### src/rtl/mem_bus_responder.sv
// Memory-bus responder: RAM, LED, switch and cycle-counter registers behind a req/ready handshake.
// Define WAIT_STATES_EN to insert WAIT_CYCLES wait states per access.
module mem_bus_responder #(
  parameter int DATA_W      = 32,
  parameter int RAM_WORDS   = 64,
  parameter int WAIT_CYCLES = 2
) (
  input  logic              clk,
  input  logic              rst_n,
  input  logic              req,
  input  logic              we,
  input  logic [DATA_W-1:0] addr,
  input  logic [DATA_W-1:0] wdata,
  output logic [DATA_W-1:0] rdata,
  output logic              ready,
  output logic              err,
  input  logic [7:0]        sw_in,
  output logic [7:0]        led_out
);

  localparam int AW = $clog2(RAM_WORDS);
  localparam logic [DATA_W-1:0] LED_ADDR = DATA_W'('h7F00);
  localparam logic [DATA_W-1:0] SW_ADDR  = DATA_W'('h7F04);
  localparam logic [DATA_W-1:0] CNT_ADDR = DATA_W'('h7F08);

  if (WAIT_CYCLES < 1 || WAIT_CYCLES > 15) begin : g_bad_wait_cycles
    $error("mem_bus_responder: WAIT_CYCLES must be in 1..15");
  end

  typedef enum logic [1:0] {
    IDLE = 2'd0,
`ifdef WAIT_STATES_EN
    WAIT = 2'd1,
`endif
    RESP = 2'd2
  } state_t;

  state_t            state, state_nxt;
  logic              accept, enter_resp, commit;
  logic [DATA_W-1:0] addr_q, wdata_q, cyc_q, rdata_q, cycle_cnt;
  logic              we_q, err_q;
  logic [7:0]        led_q, sw_meta, sw_sync;
  logic [DATA_W-1:0] ram [RAM_WORDS];

  logic [DATA_W-1:0] acc_addr, acc_cyc, rd_val;
  logic              acc_we, misaligned, ram_hit, led_hit, sw_hit, cnt_hit, acc_err;

`ifdef WAIT_STATES_EN
  logic [3:0] wait_cnt;
`endif

  // In IDLE the live inputs are decoded (needed when RESP follows acceptance
  // directly); afterwards only the latched request is used.
  always_comb begin
    acc_addr   = (state == IDLE) ? addr : addr_q;
    acc_we     = (state == IDLE) ? we : we_q;
    acc_cyc    = (state == IDLE) ? cycle_cnt : cyc_q;
    misaligned = |acc_addr[1:0];
    ram_hit    = (acc_addr >> (AW + 2)) == '0;
    led_hit    = acc_addr == LED_ADDR;
    sw_hit     = acc_addr == SW_ADDR;
    cnt_hit    = acc_addr == CNT_ADDR;
    acc_err    = misaligned | ~(ram_hit | led_hit | sw_hit | cnt_hit);
    rd_val     = '0;
    if (!acc_err && !acc_we) begin
      if (ram_hit)      rd_val = ram[acc_addr[AW+1:2]];
      else if (led_hit) rd_val = {{(DATA_W-8){1'b0}}, led_q};
      else if (sw_hit)  rd_val = {{(DATA_W-8){1'b0}}, sw_sync};
      else if (cnt_hit) rd_val = acc_cyc;
    end
  end

  always_comb begin
    state_nxt = state;
    accept    = 1'b0;
    case (state)
      IDLE: begin
        if (req) begin
          accept = 1'b1;
`ifdef WAIT_STATES_EN
          state_nxt = WAIT;
`else
          state_nxt = RESP;
`endif
        end
      end
`ifdef WAIT_STATES_EN
      WAIT:    if (wait_cnt == 4'd1) state_nxt = RESP;
`endif
      RESP:    state_nxt = IDLE;
      default: state_nxt = IDLE;
    endcase
    enter_resp = (state_nxt == RESP) && (state != RESP);
    commit     = (state == RESP) && we_q && !err_q;
  end

  always_ff @(posedge clk or negedge rst_n) begin
    if (!rst_n) begin
      state     <= IDLE;
      addr_q    <= '0;
      wdata_q   <= '0;
      we_q      <= 1'b0;
      cyc_q     <= '0;
      rdata_q   <= '0;
      err_q     <= 1'b0;
      led_q     <= '0;
      cycle_cnt <= '0;
      sw_meta   <= '0;
      sw_sync   <= '0;
    end else begin
      state   <= state_nxt;
      sw_meta <= sw_in;
      sw_sync <= sw_meta;
      if (accept) begin
        addr_q  <= addr;
        wdata_q <= wdata;
        we_q    <= we;
        cyc_q   <= cycle_cnt;
      end
      if (enter_resp) begin
        rdata_q <= rd_val;
        err_q   <= acc_err;
      end
      if (commit && led_hit) led_q <= wdata_q[7:0];
      // A counter clear takes priority over the free-running increment.
      if (commit && cnt_hit) cycle_cnt <= '0;
      else                   cycle_cnt <= cycle_cnt + 1'b1;
    end
  end

`ifdef WAIT_STATES_EN
  always_ff @(posedge clk or negedge rst_n) begin
    if (!rst_n)              wait_cnt <= '0;
    else if (accept)         wait_cnt <= 4'(WAIT_CYCLES);
    else if (state == WAIT)  wait_cnt <= wait_cnt - 4'd1;
  end
`endif

  // RAM contents survive reset; a write only lands on the RESP edge.
  always_ff @(posedge clk) begin
    if (commit && ram_hit) ram[acc_addr[AW+1:2]] <= wdata_q;
  end

  assign ready   = (state == RESP);
  assign err     = ready & err_q;
  assign rdata   = ready ? rdata_q : '0;
  assign led_out = led_q;

endmodule

### config.mk
export PLATFORM = sky130hd
export DESIGN_NAME = mem_bus_responder
export DESIGN_NICKNAME = d
export VERILOG_FILES = /design/src/rtl/mem_bus_responder.sv
export SDC_FILE = /design/constraint.sdc
export NUM_CORES = 2
export LEC_CHECK = 0
export BUFFER_PORTS_ARGS = -buffer_cell sky130_fd_sc_hd__buf_2
export CORE_ASPECT_RATIO = 0.5
export CORE_MARGIN = 3
export CORE_UTILIZATION = 45
export CTS_CLUSTER_SIZE = 24
export DETAILED_ROUTE_END_ITERATION = 8
export GPL_TIMING_DRIVEN = 0
export PLACE_DENSITY = 0.65
export SYNTH_ARGS = -nofsm -noshare
export SYNTH_HDL_FRONTEND = slang
export SYNTH_SLANG_ARGS = --single-unit
### constraint.sdc
create_clock -name clk -period 6.2 [get_ports clk]
set_input_delay 1.24 -clock clk [delete_from_list [all_inputs] [get_ports clk]]
set_output_delay 1.24 -clock clk [all_outputs]
set_load 0.02 [all_outputs]
==> summary.txt <==
Detailed routing
  • Via count: between 50000 and 60000
  • Detailed Route WL: about 320000 um
  • Via/cell ratio: 7.08
  • Drt drc: 0
  • DRT iter0 DRCs: between 10000 and 15000
  • Wire length per cell: 40.3 um
  • 1st-pass router iterations: 9
  • Post-DRT Antenna Nets: 0

Synth
  • YS warnings: 0
  • Mux contribution to synthesized area: under 10%
  • Combinational family with the most area after synthesis: compound AO/OA/AOI/OAI gates
  • Simple logic cell fraction of the synthesized area: 6.00%
  • Yosys reg bits: between 2000 and 2500
  • Gate count after technology mapping: ~5000
  • Post-synthesis adder-cell area fraction: less than 1%
  • Yosys cell types: 71
  • Synth area leaders: edfxtp_1 75%, o22ai_1 7.7%, dfrtp_1 5.7%, nor3_1 3.1%, mux2_2 1.4%
  • Cell Area, Synth: 0.0825 sq mm
  • Mean Syn Cell Area: ~17 sq um
  • Synth Area in Compound Gates: under 10%
  • Fraction of registers with async set or reset after synthesis: 8.41%
  • Post-synth EDFFs: ~2000
  • Sequential fraction of the synthesis area: 80.2%
  • XOR/XNOR share of the synthesized area: less than 1%
  • Syn Nets: around 5100
  • Main synth FF type: edfxtp_1
  • Largest area contributor in the netlist: edfxtp_1
  • Top cell type's share of synthesized area: between 70 and 80%

STA
  • Worst-margin pin slew: between 1.5 and 2 ns
  • Final WS setup: a little under 0.6 ns
  • WHS: between 0.3 and 0.4 ns
  • Crit path time final: between 5 and 6 ns
  • Final hold viol count: 0
  • Setup TNS: 0 ns
  • Fmax: between 150 and 200 MHz
  • RSZ-0062 raised after global routing: no
  • Clock skew: between 0.03 and 0.04 ns
  • Final Cycle Share: just over 90%
  • Rel. slew slack: -8.13%
  • Setup-failing EPs final: 0
  • Max-slew violations: 4

Floorplan
  • Die Y: 309 um
  • I/O Pins: 118
  • Row count: between 100 and 150
  • Starting Density: 45.6%
  • Die X: a little over 600 um
  • CORE AREA: approximately 0.18 sq mm
  • Die area: about 0.19 sq mm

Critical path
  • R2R Setup Slk: 0.59 ns
  • CP arrival: around 6.3 ns
  • Setup crit start kind: flip-flop
  • CP max FO: 10
  • CP Capture Type: flip-flop
  • Crit Path Class: flip-flop to flip-flop
  • WP data required: 6.91 ns

Clock tree
  • CTS Root Cell: clkbuf_16
  • Reg clk slew, reported paths: 0.07 ns
  • H-tree levels: 4
  • CTS Hold Bufs: 0
  • CTS tree: built
  • Clk sinks: roughly 2200
  • CTS resizes: 0
  • Number of setup buffers added after CTS: 0
  • CTS Buffer Depth: 3
  • Total CTS buffers: just under 200
  • Clk_lat worst skew: a little under 0.9 ns

Outcome
  • Failing checks: max-capacitance violations, max-slew violations
  • Status: finished with violations

GRT
  • Initial antenna violation count: 21
  • Largest net degree at the start of global routing: about 120
  • First-pass GRT wire length: around 430000 um
  • Grt total ovfl: 0
  • Vias in the first global route: roughly 53000
  • GRT Util Overall: around 34%

Pwr
  • Total internal power: approximately 25 mW
  • Max VDD drop: ~250 uV
  • Leak pwr: 30.6 nW
  • Net Sw Frac: 27.1%
  • Combinational Power Share: between 10% and 20%
  • Total power draw: between 30 and 40 mW
  • Switching power: ~9.2 mW
  • PwrDens: about 350 mW/mm^2
  • Clock group share of total power: a little over a third
  • Sequential Power Share: between 50% and 60%

Place
  • DP Area: approximately 0.090 sq mm
  • Detailed placement HPWL: between 200000 and 250000 um
  • I/O Buffers: 117
  • Post-place setup slack: 0.274 ns
  • Final Wtd Congestion: approximately 0.96
  • Placed cell count: between 7000 and 8000

Run
  • Max_cap viols: 3

Final layout
  • Nets: around 5500
  • Final Cell Area: a little under 0.1 sq mm
  • Layout cell share with drive strength beyond 1: 17.4%
  • Layout area overhead: 16.4%
  • Final core occ: 53.1%
  • FILL cells: between 10000 and 15000
  • Layout Cells excl Fill: slightly above 8000

Min path
  • Hold/Removal Path Class: flip-flop to flip-flop
==> registers in the layout, summed over array words and instances (netlist names) <==
name / flops
ram: 2048
addr_q: 32
cyc_q: 32
cycle_cnt: 32
rdata_q: 32
wdata_q: 32
led_out: 8
sw_meta: 8
sw_sync: 8
state: 2
err_q: 1
we_q: 1
==> final timing paths <==
kind,endpoint,cells past startpoint,startpoint
max,rdata_q[14],12,state[1]
min,sw_sync[3],0,sw_meta[3]
max reg2reg,rdata_q[14],12,state[1]
min reg2reg,sw_sync[3],0,sw_meta[3]
max in group asynchronous,cycle_cnt[28],2,rst_n
min in group asynchronous,wdata_q[9],1,rst_n
==> critical path, cell delays in order (launching register included) <==
cell and delay (ns):
dfrtp_1 0.48, buf_6 0.19, o21ai_0 0.20, a21boi_1 0.54
buf_2 0.53, buf_2 0.63, buf_2 0.52, clkbuf_1 0.93
nor3_1 0.17, nor3_1 0.48, nor4_1 0.18, nand2_1 0.49
nand2_1 0.10
==> layer usage <==
metal | global-route usage [%] | vias to the layer above | share of wire, %
li1 | - | 21400 | -
met3 | 15.7 | 1186 | 19
met1 | 43.2 | 28300 | 33
met5 | 0 | - | 0.039
met2 | 46.5 | 5986 | 40
met4 | 20.4 | 16 | 7.4
==> cell usage in the layout (no fill, tap or decap), types with 10 or more instances in the layout <==
cell / n
o21ai_0: 103
buf_16: 36
or4_1: 37
nor4_1: 30
buf_4: 14
and2_1: 36
o22ai_1: 1013
clkbuf_1: 145
buf_2: 270
nor2_1: 98
dfrtp_2: 32
o21ai_1: 28
buf_1: 25
bufinv_16: 16
clkbuf_16: 197
edfxtp_1: 2048
buf_6: 35
clkinv_1: 31
nand3_1: 23
xnor2_1: 14
nor2_4: 67
clkinv_2: 39
a22oi_1: 48
buf_12: 103
a22o_1: 12
o31ai_1: 10
mux2_2: 101
xor2_1: 16
or3_1: 12
nand4_1: 23
a221oi_1: 10
diode_2: 24
nor3_1: 504
dfrtp_1: 156
nand2_1: 134
==> cell families (layout without fill, tap and decap cells) <==
family                   count (synthesis)  in the layout
flip-flops                            2236           2236
AND/OR/NAND/NOR                       1003           1003
buffers and inverters                  340            956
XOR/XNOR                                30             30
multiplexers                           108            108
adder cells (fa/ha/maj)                  1              1
AO/OA/AOI/OAI                         1278           1278
other                                    1             25
==> area by class of cell <==
type	count	area (sq um)	share of cell area, %
sequential	2236	66200	69.0
multi-input combinational	2421	15100	15.7
clock buffer	237	5080	5.29
timing repair buffer	268	3780	3.94
tap	2408	3010	3.14
buffer	334	1740	1.81
clock inverter	111	1030	1.07
antenna	24	60.1	0.0625
inverter	6	22.5	0.0234
==> synth_stat cells, types with 10 or more instances <==
master / n
edfxtp_1: 2048
o22ai_1: 1013
nor3_1: 505
dfrtp_1: 188
nor2_1: 167
buf_2: 154
nand2_1: 134
clkbuf_1: 109
o21ai_0: 103
mux2_2: 101
a22oi_1: 48
or4_1: 37
and2_1: 36
buf_6: 32
nor4_1: 32
o21ai_1: 28
buf_1: 27
nand3_1: 23
nand4_1: 23
xor2_1: 16
xnor2_1: 14
o311ai_1: 13
a22o_1: 12
buf_4: 12
or3_1: 12
a221oi_1: 10
o31ai_1: 10
==> power by group through the flow <==
stage / clock (mW) / combinational, mW / sequential [mW]
5_1_grt: 12.6 / 4.32 / 17.5
3_5_place_dp: 0 / 4.03 / 17.8
6_report: 12.0 / 4.32 / 17.5
3_3_place_gp: 0 / 3.28 / 18.2
4_1_cts: 12.0 / 4.05 / 17.4
2_1_floorplan: 0 / 1.76 / 17.8
No activity file was read; power rests on OpenSTA's default activity.
